==> src/rtl/spi_pkg.sv <==
// rtl/spi_pkg.sv - shared SPI state encoding and defaults
package spi_pkg;

    typedef enum logic [2:0] {
        IDLE  = 3'd0,
        SETUP = 3'd1,
        HIGH  = 3'd2,
        LOW   = 3'd3,
        HOLD  = 3'd4
    } spi_state_t;

    localparam int DATA_W_DEF  = 8;
    localparam int CLK_DIV_DEF = 4;

    // Slice to the select width in use; every select deasserted.
    localparam logic [31:0] SS_IDLE = '1;

endpackage

==> src/rtl/spi_clk_div.sv <==
// rtl/spi_clk_div.sv - half-period tick generator for the SPI master
module spi_clk_div
    import spi_pkg::*;
#(
    parameter int CLK_DIV = CLK_DIV_DEF
) (
    input  logic clk,
    input  logic rst,
    input  logic enable,
    output logic tick
);

    localparam int CNT_W = $clog2(CLK_DIV) + 1;
    localparam logic [CNT_W-1:0] CNT_LAST = CNT_W'(CLK_DIV - 1);

    logic [CNT_W-1:0] cnt;

    always_ff @(posedge clk) begin
        if (rst || !enable) begin
            cnt <= '0;
        end else if (cnt == CNT_LAST) begin
            cnt <= '0;
        end else begin
            cnt <= cnt + CNT_W'(1);
        end
    end

    assign tick = enable && (cnt == CNT_LAST);

endmodule

==> src/rtl/spi_master.sv <==
// rtl/spi_master.sv - single-transfer mode 0 SPI initiator
module spi_master
    import spi_pkg::*;
#(
    parameter int DATA_W  = DATA_W_DEF,
    parameter int CLK_DIV = CLK_DIV_DEF,
    parameter int NUM_SS  = 2,
    parameter int SEL_W   = (NUM_SS > 1) ? $clog2(NUM_SS) : 1
) (
    input  logic              clk,
    input  logic              rst,
    input  logic              start,
    input  logic [SEL_W-1:0]  ss_sel,
    input  logic [DATA_W-1:0] tx_data,
    output logic [DATA_W-1:0] rx_data,
    output logic              busy,
    output logic              done,
    output logic              sck,
    output logic              mosi,
    input  logic              miso,
    output logic [NUM_SS-1:0] ss_n
);

    localparam int BIT_W = (DATA_W > 1) ? $clog2(DATA_W) : 1;

    spi_state_t        state;
    spi_state_t        state_next;
    logic              tick;
    logic [DATA_W-1:0] tx_sr;
    logic [DATA_W-1:0] rx_sr;
    logic [BIT_W-1:0]  bit_cnt;
    logic              first_high;

    // Out-of-range selects decode to all-ones so the transfer runs unseen.
    function automatic logic [NUM_SS-1:0] ss_decode(input logic [SEL_W-1:0] sel);
        logic [NUM_SS-1:0] v;
        v = SS_IDLE[NUM_SS-1:0];
        for (int i = 0; i < NUM_SS; i++) begin
            if (sel == SEL_W'(i)) begin
                v[i] = 1'b0;
            end
        end
        return v;
    endfunction

    spi_clk_div #(
        .CLK_DIV (CLK_DIV)
    ) u_clk_div (
        .clk    (clk),
        .rst    (rst),
        .enable (state != IDLE),
        .tick   (tick)
    );

    always_ff @(posedge clk) begin
        if (rst) begin
            state <= IDLE;
        end else begin
            state <= state_next;
        end
    end

    always_comb begin
        state_next = state;
        case (state)
            IDLE:    if (start) state_next = SETUP;
            SETUP:   if (tick)  state_next = HIGH;
            HIGH:    if (tick)  state_next = (bit_cnt == '0) ? HOLD : LOW;
            LOW:     if (tick)  state_next = HIGH;
            HOLD:    if (tick)  state_next = IDLE;
            default:            state_next = IDLE;
        endcase
    end

    always_ff @(posedge clk) begin
        if (rst) begin
            sck        <= 1'b0;
            tx_sr      <= '0;
            rx_sr      <= '0;
            bit_cnt    <= '0;
            first_high <= 1'b0;
            ss_n       <= SS_IDLE[NUM_SS-1:0];
            done       <= 1'b0;
            rx_data    <= '0;
        end else begin
            done       <= 1'b0;
            sck        <= (state_next == HIGH);
            first_high <= (state != HIGH) && (state_next == HIGH);

            if (state == IDLE && start) begin
                tx_sr   <= tx_data;
                bit_cnt <= BIT_W'(DATA_W - 1);
                ss_n    <= ss_decode(ss_sel);
            end

            // miso is captured once per bit, at the end of the first high cycle.
            if (state == HIGH && first_high) begin
                rx_sr <= {rx_sr[DATA_W-2:0], miso};
            end

            if (state == HIGH && tick && bit_cnt != '0) begin
                tx_sr   <= tx_sr << 1;
                bit_cnt <= bit_cnt - BIT_W'(1);
            end

            if (state == HOLD && tick) begin
                tx_sr   <= '0;
                ss_n    <= SS_IDLE[NUM_SS-1:0];
                done    <= 1'b1;
                rx_data <= rx_sr;
            end
        end
    end

    // mosi is the shift register MSB, so it only moves on LOW entry.
    assign mosi = tx_sr[DATA_W-1];
    assign busy = (state != IDLE);

endmodule

==> config.mk <==
export PLATFORM = sky130hd
export DESIGN_NAME = spi_master
export DESIGN_NICKNAME = d
export VERILOG_FILES = /design/src/rtl/spi_pkg.sv /design/src/rtl/spi_clk_div.sv /design/src/rtl/spi_master.sv
export SDC_FILE = /design/constraint.sdc
export NUM_CORES = 1
export LEC_CHECK = 0
export BUFFER_PORTS_ARGS = -buffer_cell sky130_fd_sc_hd__buf_2
export CORE_UTILIZATION = 54
export DETAILED_ROUTE_END_ITERATION = 16
export GPL_TIMING_DRIVEN = 0
export PLACE_DENSITY = 0.81
export SYNTH_ARGS = -nofsm -noshare
export SYNTH_HDL_FRONTEND = slang
export SYNTH_SLANG_ARGS = --single-unit
==> constraint.sdc <==
create_clock -name clk -period 2.25 [get_ports clk]
set_input_delay 0.675 -clock clk [delete_from_list [all_inputs] [get_ports clk]]
set_output_delay 0.675 -clock clk [all_outputs]
set_load 0.05 [all_outputs]
==> key figures, run 1 <==
Outcome
  • Run status: completed

Layout
  • Share of cells above drive strength 1: 0.227
  • Layout area overhead: 15.2%
  • Nets: 201
  • Fill count: 216
  • N_diodes: 0

Pwr
  • P_int: 884 uW
  • Final Power: 1.19 mW
  • Clk pwr share: 0.313
  • Pwr/cell area: 678 nW/um^2
  • Switching power: 306 uW
  • Sw frac: 0.257
  • Reg power frac: 0.587
  • P_leak: 0.716 nW
  • Worst vdd rail ir drop: 610 uV
  • Gate power share: 0.100

Timing
  • Slew margin rel.: 0.579
  • Final Hold Vio Count: 0
  • Max Freq: 463 MHz
  • Slew Viols, Final: 0
  • Setup TNS: 0 ns
  • WHS: 0.427 ns
  • Setup WS post-layout: 0.0908 ns
  • Clock Skew: 0.00688 ns
  • Period utilisation layout: 0.960
  • Min Clock Period, post-route: 2.16 ns
  • Worst-margin pin slew: 0.629 ns
  • Final setup vio count: 0
  • RSZ-0062 raised after global routing: false

Global routing
  • Initial antenna violation count: 0
  • Number of global-route vias before repair: 1080
  • Grt ovf: 0
  • First-pass GRT wire length: 4610 microns
  • Gr usage total: 0.227
  • Largest net degree at the start of global routing: 13

Clock network
  • Sink Count: 38
  • CTS tree: built
  • Postcts setup bufs: 0
  • CTS buffer count: 5
  • Clock-pin slew on the worst setup and hold paths: 0.11 ns
  • CTS root buf: clkbuf_4
  • Resize count post-CTS: 0
  • CTS max path bufs: 2
  • Worst-Skew Late Latency: 0.35 ns
  • CTS Hold Bufs: 0
  • CTS H-tree lvls: 2

Logic synthesis
  • Post-Synthesis Cells: 151
  • Register area share after synthesis: 0.500
  • Post-Syn Nets: 168
  • Async SR Flop Fraction: 0
  • Post-Synth XOR/XNOR Area: 0
  • Simple-gate share of the synthesized area: 0.212
  • Number of synthesized register bits: 38
  • Top_reg_cell synth: dfxtp_1
  • Synth Area in Compound Gates: 0.136
  • Post-Syn Area: 1520 sq um
  • Main combinational cell family by area after synthesis: simple AND/OR/NAND/NOR gates
  • Mux cell area share after synthesis: 0.0666
  • EDFF count, synth: 0
  • Mean Syn Cell Area: 10.1 sq um
  • Yosys cell types: 33
  • Adder-cell share of the synthesized area: 0.0329
  • Warnings, synthesis: 0

Floorplanning
  • Initial Util: 0.593
  • Row cnt: 18
  • Area of the core: 2570 sq um
  • # IOs: 27
  • Chip height: 55.1 microns
  • Die ar.: 3040 sq um
  • Die X-Extent: 55.1 microns

Detailed routing
  • DRT antenna net count: 0
  • Wirelength per Cell: 14.2 microns
  • Vias per cell: 5.55
  • Final WL: 3060 microns
  • DRC: 0
  • Initial detailed-routing violation count: 24
  • DR vias: 1194
  • Drt first pass iters: 4

Place
  • RePlAce Congestion: 0.720
  • Buffers on Ports: 26
  • Dpl ws: 0.262 ns
  • HPWL reported at the end of detailed placement: 2160 microns

Worst setup path
  • Worst Path Required: 1.57 ns
  • Critical Path AT: 1.48 ns
  • Crit-path max FO: 10
  • CP Launch Type: flip-flop
  • Worst setup startpoint: state[2]
  • FF-to-FF Start: u_clk_div.cnt[0]
  • WS Path Type: reg2out
  • Critical Path Sink Type: output port

Worst hold path
  • Min-delay worst type: reg2reg
  • Hold_sp: u_clk_div.cnt[0]

Run
  • Maxcap violations: 0
[final timing paths]
path	endpoint	slack, ns	cells after the start
worst max-delay path	busy	0.09	3
worst min-delay path	u_clk_div.cnt[0]	0.43	1
worst max register to register	rx_data[2]	0.32	7
worst min register to register	u_clk_div.cnt[0]	0.43	1
[per-stage QoR]
step	utilization	area, sq um	instances
after detailed placement	0.658	1690	207
after floorplan	-	1520	151
after global placement	0.658	1690	207
after global routing	0.683	1750	215
after CTS	0.683	1750	215
final	0.683	1750	215
[power groups by stage]
stage | Clock [mW] | Combinational [mW] | Sequential (mW)
CTS | 0.376 | 0.119 | 0.698
global placement | 0 | 0.110 | 0.713
detailed placement | 0 | 0.118 | 0.714
global route | 0.404 | 0.130 | 0.701
finish | 0.373 | 0.119 | 0.698
floorplan | 0 | 0.0698 | 0.725
[sequential cells by signal, indices dropped and copies added (netlist names)]
signal         flops
tx_sr              8
first_high         1
ss_n               2
state              3
done               1
sck                1
u_clk_div.cnt      3
rx_data            8
rx_sr              8
bit_cnt            3
[synth_stat cells (4+ instances only)]
library cell  instances  share of area
dfxtp_1              38           0.50
nand2_1              15          0.037
nor2_1               15          0.037
mux2i_1               9          0.059
nor3_1                9          0.030
a22o_1                8          0.046
a311oi_1              8          0.046
clkbuf_1              6          0.015
inv_1                 5          0.012
buf_2                 4          0.013
ha_1                  4          0.033
[cell families (layout without fill, tap and decap cells)]
logic type | after synthesis | after routing
and+or+nand+nor | 57 | 57
DFF | 38 | 38
AOI/OAI and AO/OA | 24 | 24
buffers and inverters | 18 | 52
muxes | 10 | 10
adders and majority gates | 4 | 4
[layout make-up]
type / instances / area [sq um] / area share
Inverter: 5 / 18.8 / 0.0107
Timing Repair Buffer: 26 / 130 / 0.0742
Clock inverter: 2 / 12.5 / 0.00713
Clock buffer: 6 / 51.3 / 0.0292
Tap cell: 30 / 37.5 / 0.0214
Multi-Input combinational cell: 95 / 682 / 0.389
Sequential cell: 38 / 761 / 0.434
Buffer: 13 / 61.3 / 0.0350
[critical path, stage by stage, from the launching register on]
cell     delay (ns)
dfxtp_1        0.35
buf_6          0.15
or3_1          0.41
buf_2          0.23
[cell usage in the layout (no fill, tap or decap), drive strengths merged, types with 2 or more instances in the layout]
master,instances
clkbuf,12
nor3,9
a211oi,3
nor4bb,2
and3,2
nor2b,2
buf,33
mux2i,9
nand2b,2
dfxtp,38
a22o,8
nand4bb,2
ha,4
inv,5
nor2,15
nand2,15
nor3b,2
a311oi,8
[routing by layer]
metal | GRT usage | wire [microns] | vias up
met5 | 0 | 0 | -
met4 | 0.150 | 78 | 0
met3 | 0.0738 | 139 | 10
met2 | 0.369 | 1440 | 30
met1 | 0.252 | 1400 | 544
li1 | - | - | 610
(Power assumes the default switching activity.)
==> run 2, diff against run 1 <==
CELL_PAD_IN_SITES_DETAIL_PLACEMENT = 0   (was unset)
CELL_PAD_IN_SITES_GLOBAL_PLACEMENT = 1   (was unset)
CORE_UTILIZATION = 41   (was 54)
PLACE_DENSITY = 0.8   (was 0.81)
==> key figures, run 2 (same netlist as run 1, synthesis figures left out) <==
Outcome
  • Run status: completed

Floorplanning
  • # IOs: 27 (unchanged)
  • Die X-Extent: 62.9 microns (+14%)
  • Chip height: 62.9 microns (+14%)
  • Row cnt: 21 (+3)
  • Die ar.: 3960 sq um (+30%)
  • Initial Util: 0.442 (-0.151)
  • Area of the core: 3440 sq um (+34%)

Clock network
  • CTS buffer count: 5 (unchanged)
  • Sink Count: 38 (unchanged)
  • Postcts setup bufs: 0 (unchanged)
  • Resize count post-CTS: 0 (unchanged)
  • CTS H-tree lvls: 2 (unchanged)
  • CTS root buf: clkbuf_8
  • CTS tree: built
  • CTS max path bufs: 2 (unchanged)
  • CTS Hold Bufs: 0 (unchanged)
  • Clock-pin slew on the worst setup and hold paths: 0.07 ns (-0.04 ns)
  • Worst-Skew Late Latency: 0.28 ns (-0.07 ns)

Layout
  • Fin cells: 231 (+7.4%)
  • Reg area: 761 sq um (unchanged)
  • Nets: 201 (unchanged)
  • Fill count: 334 (+55%)
  • Multi-input gate area: 682 sq um (unchanged)
  • Most frequent cells in the layout: dfxtp_1, buf_2, nor2_1, nand2_1
  • Share of cells above drive strength 1: 0.227 (unchanged)
  • N_diodes: 0 (unchanged)
  • Most common cell after layout, fill and taps aside: dfxtp_1
  • Biggest regs: rx_data (8), rx_sr (8), tx_sr (8)
  • Layout area overhead: 19.8%

Pwr
  • Pwr/cell area: 756 nW/um^2 (+11%)
  • P_leak: 0.733 nW (+2.3%)
  • Worst vdd rail ir drop: 535 uV (-12%)

Detailed routing
  • Final WL: 2970 microns (-3.1%)
  • Vias per cell: 5.15 (-7.3%)
  • Initial detailed-routing violation count: 29 (+21%)
  • DRC: 0 (unchanged)
  • Drt first pass iters: 4 (unchanged)
  • DR vias: 1189 (-0.42%)
  • DRT antenna net count: 0 (unchanged)
  • Wirelength per Cell: 12.8 microns (-9.8%)

Place
  • Dpl ws: 0.256 ns (-0.00636 ns)
  • RePlAce Congestion: 0.728 (+1.2%)
  • Buffers on Ports: 26 (unchanged)
  • HPWL reported at the end of detailed placement: 2150 microns (-0.43%)
  • Cells after DPL: 223 (+7.7%)

Worst setup path
  • Crit-path max FO: 10 (unchanged)
  • Worst Path Required: 1.57 ns (about the same)
  • Critical Path Sink Type: output port
  • CP Launch Type: flip-flop
  • Critical Path AT: 1.38 ns (-0.10 ns)
  • WS Path Type: reg2out

Timing
  • Clock Skew: 0.00533 ns (-0.00155 ns)
  • Slew margin rel.: 0.609 (+0.0303)
  • Setup WS post-layout: 0.191 ns (+0.101 ns)
  • Period utilisation layout: 0.915 (-0.0447)
  • RSZ-0062 raised after global routing: false
  • Worst-margin pin slew: 0.584 ns (-0.0456 ns)
  • Final setup vio count: 0 (unchanged)
  • Setup TNS: 0 ns (unchanged)
  • Slew Viols, Final: 0 (unchanged)
  • Max Freq: 486 MHz (+4.9%)
  • Min Clock Period, post-route: 2.06 ns (-0.101 ns)
  • Final Hold Vio Count: 0 (unchanged)

Global routing
  • Largest net degree at the start of global routing: 14 (+1)
  • Number of global-route vias before repair: 1181 (+9.4%)
  • Initial antenna violation count: 0 (unchanged)
  • First-pass GRT wire length: 5130 microns (+11%)
  • Gr usage total: 0.165 (-0.0623)
  • Grt ovf: 0 (unchanged)

Worst hold path
  • Min-delay worst type: reg2reg

Run
  • Maxcap violations: 0 (unchanged)
## run 2: cell count changes in the layout (fill, tap and decap cells not counted), sizes merged
cell      change
clkinv        -1
bufinv        +1
clkinvlp      +1
clkbuf        -1
## run 2: area by class of cell
cell class	instances	share of cell area
timing repair buffer	26	0.0713
multi-input combinational	95	0.374
clock buffer	5	0.0377
sequential	38	0.417
clock inverter	3	0.0247
inverter	5	0.0103
tap	46	0.0316
buffer	13	0.0336
## run 2: path summary, 6_finish.rpt
path | start | to | cells past startpoint | slack, ns
worst max-delay path | state[1] | busy | 3 | 0.19
worst min-delay path | u_clk_div.cnt[0] | u_clk_div.cnt[0] | 1 | 0.46
worst max register to register | u_clk_div.cnt[0] | rx_data[0] | 7 | 0.25
worst min register to register | u_clk_div.cnt[0] | u_clk_div.cnt[0] | 1 | 0.46
## run 2: power by group
part           internal, mW  leakage, nW  switching, mW
clock                 0.330       0.0504          0.237
sequential            0.690        0.309        0.00809
combinational        0.0424        0.373         0.0721
total                  1.06        0.733          0.317
## run 2: critical path, cell delays in order (launching register included)
cell and delay (ns):
dfxtp_1 0.31, buf_2 0.18, or3_1 0.39, buf_2 0.23
## run 2: routing by layer
| metal | track usage | share of wire |
|---|---|---|
| met5 | 0 | 0 |
| met4 | 0.0901 | 0.024 |
| met3 | 0.0401 | 0.035 |
| met2 | 0.284 | 0.50 |
| met1 | 0.185 | 0.45 |
## run 2: metrics by stage
stage / hold slack (ns) / utilization / area [sq um] / total power [mW]
after floorplan: 0.398 / - / 1520 / 0.795
after global placement: 0.405 / 0.497 / 1710 / 0.825
after detailed placement: 0.439 / 0.497 / 1710 / 0.830
after CTS: 0.450 / 0.530 / 1820 / 1.40
after global routing: 0.482 / 0.530 / 1820 / 1.44
final: 0.460 / 0.530 / 1820 / 1.38
==> run 3, diff against run 2 <==
CORE_ASPECT_RATIO = 0.6   (was unset)
CORE_UTILIZATION = 42   (was 41)
PLACE_DENSITY = 0.81   (was 0.8)
SYNTH_HIERARCHICAL = 1   (was unset)
==> key figures, run 3 <==
Layout
  • Most frequent cells in the layout: dfxtp_1, buf_2, nor2_1
  • Biggest regs: rx_data (8), rx_sr (8), tx_sr (8)
  • Fin cells: 224 (-3.0%)
  • Final instance area: 1910 sq um (+4.9%)
  • Nets: 195 (-3.0%)
  • Fin util: 0.562 (+0.0321)
  • Fill count: 317 (-5.1%)
  • N_diodes: 0 (unchanged)
  • Layout area overhead: 22.7%
  • Share of cells above drive strength 1: 0.313 (+0.0858)
  • Most common cell after layout, fill and taps aside: dfxtp_1

Worst hold path
  • WHS Endpoint: u_clk_div/cnt[0]
  • Hold_sp: u_clk_div/cnt[0]
  • WHS Path Cells: 1 (unchanged)
  • Min-delay worst type: reg2reg

Worst setup path
  • Crit-path max FO: 10 (unchanged)
  • FF-to-FF Start: state[2]
  • R2R Path End: sck
  • Reg2Reg Depth: 7 (unchanged)
  • Critical Path AT: 2.34 ns (+0.96 ns)
  • Worst Path Required: 2.44 ns (+0.87 ns)
  • CP Launch Type: flip-flop
  • WS Path Type: reg2reg
  • Register-to-register setup slack: 0.10 ns (-0.15 ns)
  • Critical Path Sink Type: flip-flop

Timing
  • Min Clock Period, post-route: 2.15 ns (+0.0911 ns)
  • Max Freq: 465 MHz (-4.2%)
  • Slew margin rel.: 0.559 (-0.0506)
  • Final Hold Vio Count: 0 (unchanged)
  • Slew Viols, Final: 0 (unchanged)
  • Final setup vio count: 0 (unchanged)
  • Worst-margin pin slew: 0.659 ns (+0.0755 ns)
  • Period utilisation layout: 0.955 (+0.0405)
  • Clock Skew: 0.00903 ns (+0.00370 ns)
  • WHS: 0.433 ns (-0.0276 ns)

Global routing
  • Initial antenna violation count: 0 (unchanged)
  • Number of global-route vias before repair: 1176 (-0.42%)
  • Gr usage total: 0.192 (+0.0270)
  • Grt ovf: 0 (unchanged)
  • Largest net degree at the start of global routing: 13 (-1)
  • First-pass GRT wire length: 5570 microns (+8.6%)

Detailed routing
  • Wirelength per Cell: 14.7 microns (+14%)
  • Initial detailed-routing violation count: 74 (+160%)
  • DR vias: 1229 (+3.4%)
  • Vias per cell: 5.49 (+6.6%)
  • Drt first pass iters: 4 (unchanged)
  • DRC: 0 (unchanged)
  • DRT antenna net count: 0 (unchanged)
  • Final WL: 3290 microns (+11%)

Logic synthesis
  • Number of synthesized register bits: 38 (unchanged)
  • EDFF count, synth: 0 (unchanged)
  • Most instantiated cells after synthesis: dfxtp_1, nor2_1, mux2i_1
  • Top cell type by total area after synthesis: dfxtp_1
  • Register area share after synthesis: 0.488 (-0.0116)
  • Top-count cell post-synth: dfxtp_1
  • Top_reg_cell synth: dfxtp_1
  • Mean Syn Cell Area: 10.7 sq um (+5.9%)
  • Warnings, synthesis: 6 (+6)
  • Post-Syn Area: 1560 sq um (+2.4%)
  • Post-Syn Nets: 163 (-3.0%)
  • Async SR Flop Fraction: 0 (unchanged)
  • Synth top area share: 0.488 (-0.0116)
  • Yosys cell types: 36 (+9.1%)
  • Synth area leaders: dfxtp_1, mux2i_1, a22o_1
  • Post-Synthesis Cells: 146 (-3.3%)

Clock network
  • Sink Count: 38 (unchanged)
  • Worst-Skew Late Latency: 0.29 ns (about the same)
  • CTS tree: built
  • CTS buffer count: 5 (unchanged)
  • CTS Hold Bufs: 0 (unchanged)
  • Clock-pin slew on the worst setup and hold paths: 0.08 ns (about the same)
  • CTS max path bufs: 2 (unchanged)
  • CTS H-tree lvls: 2 (unchanged)
  • CTS root buf: clkbuf_8

Floorplanning
  • Area of the core: 3400 sq um (-1.1%)
  • # IOs: 27 (unchanged)
  • Row cnt: 16 (-24%)
  • Die ar.: 3970 sq um (+0.15%)
  • Chip height: 49.2 microns (-22%)
  • Initial Util: 0.458 (+0.0157)
  • Die X-Extent: 80.7 microns (+28%)

Pwr
  • Worst vdd rail ir drop: 599 uV (+12%)
  • Sw frac: 0.206 (-0.0234)
  • Reg power frac: 0.459 (-0.047)
  • P_int: 1.21 mW (+14%)
  • Final Power: 1.53 mW (+11%)
  • Gate power share: 0.076 (-0.007)
  • Pwr/cell area: 798 nW/um^2 (+5.5%)
  • Switching power: 315 uW (-0.64%)
  • P_leak: 0.746 nW (+1.9%)
  • Clk pwr share: 0.465 (+0.054)

Place
  • Post-DP Area: 1750 sq um (+2.3%)
  • HPWL reported at the end of detailed placement: 2340 microns (+8.9%)
  • RePlAce Congestion: 0.795 (+9.2%)
  • Cells after DPL: 217 (-2.7%)
  • Buffers on Ports: 26 (unchanged)

Outcome
  • Run status: completed

Run
  • Maxcap violations: 0 (unchanged)
-- run 3: cell count changes after synthesis, moves of 3 or more --
cell,before,now
nor2_1,15,12
a311oi_1,8,0
o211ai_1,0,7
nor3_1,9,2
a21oi_1,0,7
a211oi_1,2,7
a32oi_1,0,7
nand2_1,15,2
-- run 3: cell type report --
type                       instances  area [sq um]  area share
clock buffer                       6          82.6      0.0432
inverter                           4          15.0     0.00785
timing repair buffer              26           130      0.0680
clock inverter                     2          60.1      0.0314
sequential                        38           763       0.399
buffer                            13          77.6      0.0405
tap                               45          56.3      0.0294
multi-input combinational         90           728       0.381
-- run 3: logic make-up after synthesis --
kind of cell    synth area share
fa+ha+maj                 0.0321
simple gates               0.149
mux                       0.0578
flops                      0.488
compound gates             0.213
buf+inv                   0.0602
-- run 3: power groups by stage --
stage	registers, mW	logic [mW]	clock network [mW]
after global placement	0.715	0.111	0
after global routing	0.702	0.129	0.752
after CTS	0.700	0.116	0.723
after detailed placement	0.715	0.115	0
after floorplan	0.725	0.0707	0
final	0.700	0.116	0.709
-- run 3: what timing repair did --
item | 4_1_cts | 5_1_grt
setup buffers | 0 | 0
hold endpoints to repair | 0 | 0
resized for setup | 3 | 5
setup endpoints to repair | 2 | 5
pin swaps | 0 | 0
-- run 3: per-stage QoR --
step           setup TNS, ns  setup WS, ns
2_1_floorplan              0         0.105
3_3_place_gp               0        0.0605
3_5_place_dp         -0.0467       -0.0467
4_1_cts                    0        0.0579
5_1_grt             -0.00287      -0.00287
6_report                   0         0.100
-- run 3: layer usage --
layer  global-route usage  wire length (microns)
met3               0.0579                    124
met1                0.271                   1780
met4                0.101                     59
met2                0.260                   1320
met5                    0                      0
-- run 3: worst max-delay path by stage --
stage | startpoint | end
global placement | state[2] | sck
floorplan | state[1] | sck
CTS | state[2] | sck
finish | state[2] | sck
detailed placement | state[2] | sck
global route | state[2] | sck
-- run 3: critical path, stage by stage (launching register included) --
cell and delay, ns:
dfxtp_2 0.35, buf_4 0.18, or3_4 0.35, and2_2 0.19
buf_2 0.17, nor2b_1 0.16, a211o_1 0.34, a2111oi_4 0.30
